File: src/rtl/spi_drum_code_poll_master.sv
// SPI mode-0 polling master for the drum-code slave: clocks one byte per frame,
// checks that the upper nibble is zero and reports the code as a single-cycle pulse.
module spi_drum_code_poll_master #(
   parameter int unsigned CLK_DIV  = 3,
   parameter int unsigned CS_SETUP = 2,
   parameter int unsigned POLL_GAP = 16,
   parameter logic [7:0]  TX_CMD   = 8'h00
) (
   input  logic       clk,
   input  logic       rst_n,
   input  logic       enable,
   output logic       sck,
   output logic       cs_n,
   output logic       mosi,
   input  logic       miso,
   output logic [7:0] rx_byte,
   output logic [3:0] drum_code,
   output logic       code_valid,
   output logic       frame_error,
   output logic       busy
);

   localparam int HALF_W  = $clog2(CLK_DIV + 1);
   localparam int SETUP_W = $clog2(CS_SETUP + 1);
   localparam int GAP_W   = $clog2(POLL_GAP + 1);

   localparam logic [HALF_W-1:0]  HALF_LAST  = HALF_W'(CLK_DIV - 1);
   localparam logic [SETUP_W-1:0] SETUP_LAST = SETUP_W'(CS_SETUP - 1);
   localparam logic [GAP_W-1:0]   GAP_LAST   = GAP_W'(POLL_GAP - 1);

   typedef enum logic [2:0] {
      IDLE  = 3'd0,
      SETUP = 3'd1,
      SHIFT = 3'd2,
      HOLD  = 3'd3,
      GAP   = 3'd4
   } state_t;

   state_t             state;
   logic [HALF_W-1:0]  half_cnt;
   logic [SETUP_W-1:0] setup_cnt;
   logic [GAP_W-1:0]   gap_cnt;
   logic [2:0]         bit_cnt;
   logic [7:0]         shift_reg;
   logic [6:0]         tx_shift;

   always_ff @(posedge clk or negedge rst_n) begin
      if (!rst_n) begin
         state       <= IDLE;
         half_cnt    <= '0;
         setup_cnt   <= '0;
         gap_cnt     <= '0;
         bit_cnt     <= 3'd0;
         shift_reg   <= 8'h00;
         tx_shift    <= 7'h00;
         sck         <= 1'b0;
         cs_n        <= 1'b1;
         mosi        <= 1'b0;
         rx_byte     <= 8'h00;
         drum_code   <= 4'h0;
         code_valid  <= 1'b0;
         frame_error <= 1'b0;
         busy        <= 1'b0;
      end else begin
         code_valid  <= 1'b0;
         frame_error <= 1'b0;
         case (state)
            IDLE: begin
               if (enable) begin
                  state     <= SETUP;
                  busy      <= 1'b1;
                  cs_n      <= 1'b0;
                  mosi      <= TX_CMD[7];
                  tx_shift  <= TX_CMD[6:0];
                  bit_cnt   <= 3'd0;
                  setup_cnt <= '0;
               end
            end

            SETUP: begin
               if (setup_cnt == SETUP_LAST) begin
                  setup_cnt <= '0;
                  half_cnt  <= '0;
                  state     <= SHIFT;
               end else begin
                  setup_cnt <= setup_cnt + 1'b1;
               end
            end

            // Each bit: CLK_DIV cycles low, then CLK_DIV cycles high.
            SHIFT: begin
               if (half_cnt == HALF_LAST) begin
                  half_cnt <= '0;
                  if (!sck) begin
                     sck       <= 1'b1;
                     shift_reg <= {shift_reg[6:0], miso};
                  end else begin
                     sck <= 1'b0;
                     if (bit_cnt == 3'd7) begin
                        state <= HOLD;
                     end else begin
                        mosi     <= tx_shift[6];
                        tx_shift <= {tx_shift[5:0], 1'b0};
                        bit_cnt  <= bit_cnt + 3'd1;
                     end
                  end
               end else begin
                  half_cnt <= half_cnt + 1'b1;
               end
            end

            HOLD: begin
               if (half_cnt == HALF_LAST) begin
                  half_cnt <= '0;
                  cs_n     <= 1'b1;
                  mosi     <= 1'b0;
                  rx_byte  <= shift_reg;
                  if (shift_reg[7:4] == 4'h0) begin
                     code_valid <= 1'b1;
                     drum_code  <= shift_reg[3:0];
                  end else begin
                     frame_error <= 1'b1;
                  end
                  gap_cnt <= '0;
                  state   <= GAP;
               end else begin
                  half_cnt <= half_cnt + 1'b1;
               end
            end

            GAP: begin
               if (gap_cnt == GAP_LAST) begin
                  gap_cnt <= '0;
                  busy    <= 1'b0;
                  state   <= IDLE;
               end else begin
                  gap_cnt <= gap_cnt + 1'b1;
               end
            end

            default: begin
               state <= IDLE;
               busy  <= 1'b0;
               cs_n  <= 1'b1;
               sck   <= 1'b0;
               mosi  <= 1'b0;
            end
         endcase
      end
   end

endmodule

File: config.mk
export PLATFORM = sky130hd
export DESIGN_NAME = spi_drum_code_poll_master
export DESIGN_NICKNAME = d
export VERILOG_FILES = /design/src/rtl/spi_drum_code_poll_master.sv
export SDC_FILE = /design/constraint.sdc
export NUM_CORES = 1
export LEC_CHECK = 0
export ABC_AREA = 1
export CAP_MARGIN = 20
export CORE_UTILIZATION = 50
export CTS_BUF_LIST = sky130_fd_sc_hd__clkbuf_16
export CTS_CLUSTER_DIAMETER = 120
export DETAILED_ROUTE_END_ITERATION = 16
export GPL_TIMING_DRIVEN = 1
export HOLD_SLACK_MARGIN = 0.08
export PLACE_DENSITY = 0.73
export SYNTH_ARGS = -nofsm -noshare
export SYNTH_HDL_FRONTEND = slang
export SYNTH_SLANG_ARGS = --single-unit
File: constraint.sdc
create_clock -name clk -period 2.5 [get_ports clk]
set_input_delay 0.625 -clock clk [delete_from_list [all_inputs] [get_ports clk]]
set_output_delay 0.625 -clock clk [all_outputs]
set_load 0.01 [all_outputs]
==> flow_summary.toml <==
[critical_path]
worstSetupPathType = "reg2out"
cp_data_arrival_time_ns = 1.32
critPathMaxFanout = 2
path_cells = "clkdlybuf4s50_1"
critical_path.top_delay_family = "flip-flops"
worst_path_max_delay_cell = "sky130_fd_sc_hd__dfstp_2"
slowest_delay_ns = 0.52
startpoint_type = "flop"
endpoint_kind = "output port"
required_ns = 1.88
critical_path_buf_inv_count = 1

[outcome]
result_of_the_run = "completed"

[power_and_ir_drop]
power.share.clock_pct = 26.4
peakVddDrop_v = 0.0006077
netSwitchingFraction_pct = 35.89
power.share.combinational_pct = 34.1
power_density_nw_per_um2 = 1076
post-layout-total-power_w = 0.002349
net-switching-power_w = 0.0008429
p_leak_nw = 1.041
power_share_of_the_sequential_group_pct = 39.6
power_report.internal_total_w = 0.001506

[routing]
routedWlPerCell_um = 11.41
post_drt_via_cell_ratio = 4.796
count_of_nets_left_with_antenna_violations_after_detail_routing = 0
detailroute.via_count = 1343
routed_wirelength_mm = 3.194
drt_iter0_drc = 85
remaining_drc_errors = 0
drt_first_pass_iters = 4

[synth]
synth.yosys.seq_area_share_pct = 55.62
ys.warnings.count = 0
ys_seq_elements = 40
postSynthCellCount = 209
syn_avg_cell_area_um2 = 8.621
synth_cell_types = 23
cell_area_after_synthesis_um2 = 1802
synth.net_count = 216

[floorplanning]
core_area_um2 = 3390
cell_rows = 21
io_pins = 22
dieHeight_um = 62.03
die_area_um2 = 3848
dieWidth_um = 62.03
start_util_pct = 53.16

[timing]
setup_viol = 0
timing.final.ws_setup_ns = 0.5502
final-hold-violation-count = 0
final.min_clock_period_ns = 1.950
setup_tns_after_final_layout_ns = 0
fmax_mhz = 512.9
final.setup_skew_ns = 0.002693
rsz_0062_raised_after_global_routing = "false"
slew_viol_final = 0
min_period_over_period_pct = 77.99

[global_route]
grt_overflow_total = 0
total_routing_resource_utilization_after_global_routing_pct = 19.51
grt_first_pass_wirelength_mm = 5.154
grt_start_max_net_pins = 24
grt_pass1_vias = 1184
grt_antenna_before_repair = 0

[finish]
fin_nets = 240
syn2layout_area_growth_pct = 21.11
antenna_cells_inserted = 0
post_route_cells_drive_above_1_share_pct = 7.692

[placement]
hpwl_mm = 2.228
port_buffers = 20
dpl_worst_slack_ns = 0.6546
gp_congestion = 0.7259

[cts]
clock_tree_from_tritoncts = "yes"
cts-buffers-inserted = 5
cts_resized = 0
clock-sinks = 40
post-cts-setup-buffer-count = 0
maximum_level_of_the_cts_h_tree = 2
cts-hold-fix-buffers = 0
clkSlewWorstSetupHoldPaths_ns = 0.06
clock_tree.buffer_depth = 2
clock-root-buffer = "sky130_fd_sc_hd__clkbuf_16"
clk_lat_worst_skew_ns = 0.28

[flow_run]
maxCapViolations = 0

[min_path]
hold_path_class = "in2async"
==> power groups by stage <==
stage / registers, W / clock network [W] / logic, W
3_5_place_dp: 0.000938 / 0 / 0.000800
2_1_floorplan: 0.000950 / 0 / 0.000517
3_3_place_gp: 0.000938 / 0 / 0.000781
4_1_cts: 0.000929 / 0.000638 / 0.000807
6_report: 0.000929 / 0.000619 / 0.000800
5_1_grt: 0.000951 / 0.000661 / 0.000925
==> per-stage QoR <==
step / hold slack (ns) / util (%) / area (um^2) / instances
finish: 0.2634 / 64.38 / 2182 / 280
global route: 0.2994 / 64.38 / 2182 / 280
CTS: 0.2777 / 64.38 / 2182 / 280
detailed placement: 0.4615 / 60.13 / 2038 / 272
global placement: 0.4557 / 60.13 / 2038 / 272
floorplan: 0.3294 / - / 1802 / 209
==> worst register-to-register path, stage by stage (launching register included) <==
cell                      delay (ns)
sky130_fd_sc_hd__dfrtp_1        0.50
sky130_fd_sc_hd__nor2_1         0.18
sky130_fd_sc_hd__nand2_1        0.21
sky130_fd_sc_hd__buf_4          0.26
sky130_fd_sc_hd__nor2_8         0.18
sky130_fd_sc_hd__nor2_1         0.06
sky130_fd_sc_hd__a21oi_1        0.11
==> cell usage in the layout (no fill, tap or decap), types with 3 or more instances in the layout <==
cell type / instances
sky130_fd_sc_hd__nand2_1: 53
sky130_fd_sc_hd__dfrtp_1: 39
sky130_fd_sc_hd__inv_1: 27
sky130_fd_sc_hd__nor2_1: 24
sky130_fd_sc_hd__o21ai_0: 23
sky130_fd_sc_hd__clkdlybuf4s50_1: 19
sky130_fd_sc_hd__nand3_1: 12
sky130_fd_sc_hd__a21oi_1: 8
sky130_fd_sc_hd__clkbuf_16: 5
sky130_fd_sc_hd__ha_1: 3
==> logic make-up after synthesis <==
kind of cell / count (synthesis) / synth area share (%)
AO/OA/AOI/OAI: 33 / 9.375
XOR/XNOR: 1 / 0.4862
adder cells (fa/ha/maj): 3 / 2.084
buffers and inverters: 32 / 7.361
flip-flops: 40 / 55.63
other: 1 / 0.2081
AND/OR/NAND/NOR: 99 / 24.86
==> per-layer routing <==
| layer | wire length [um] | GRT usage, % | up-vias |
|---|---|---|---|
| met3 | 124 | 7.453 | 7 |
| li1 | - | - | 701 |
| met2 | 1364 | 28.42 | 22 |
| met1 | 1641 | 25.95 | 613 |
| met4 | 63 | 8.571 | 0 |
| met5 | 0 | 0 | - |
==> worst paths after layout <==
path                               start  depth (start not counted)  slack, ns      endpoint
worst max-delay path                cs_n                          1       0.55          cs_n
worst max register to register  state[2]                          6       0.93  drum_code[3]
min in group clk                    cs_n                          2       0.47          cs_n
worst min register to register      cs_n                          2       0.47          cs_n
worst min-delay path               rst_n                          1       0.26    bit_cnt[0]
max in group asynchronous          rst_n                          2       1.60  setup_cnt[1]
==> area by class of cell <==
cell class / count / area, um^2
clock buffers: 5 / 125.1
multi-input cells: 137 / 666.9
clock inverters: 3 / 18.77
repair buffers: 22 / 210.2
well taps: 46 / 57.56
fillers: 297 / 1207
inverters: 27 / 101.3
flip-flops and latches: 40 / 1002
==> synth_stat cells, drive strengths merged <==
cell	number	area [um^2]
inv	27	101.4
nor2	28	138.9
nor3	2	10.01
a21oi	8	40.04
clkbuf	1	3.750
dfrtp	39	975.9
nand2	55	211.5
conb	1	3.750
nand4	2	27.53
buf	4	27.52
ha	3	37.54
o22ai	1	6.260
dfstp	1	26.28
a21boi	1	7.510
xnor2	1	8.760
nand3	12	60.06
o21ai	23	115.1
Power figures use the tool's default switching activity.
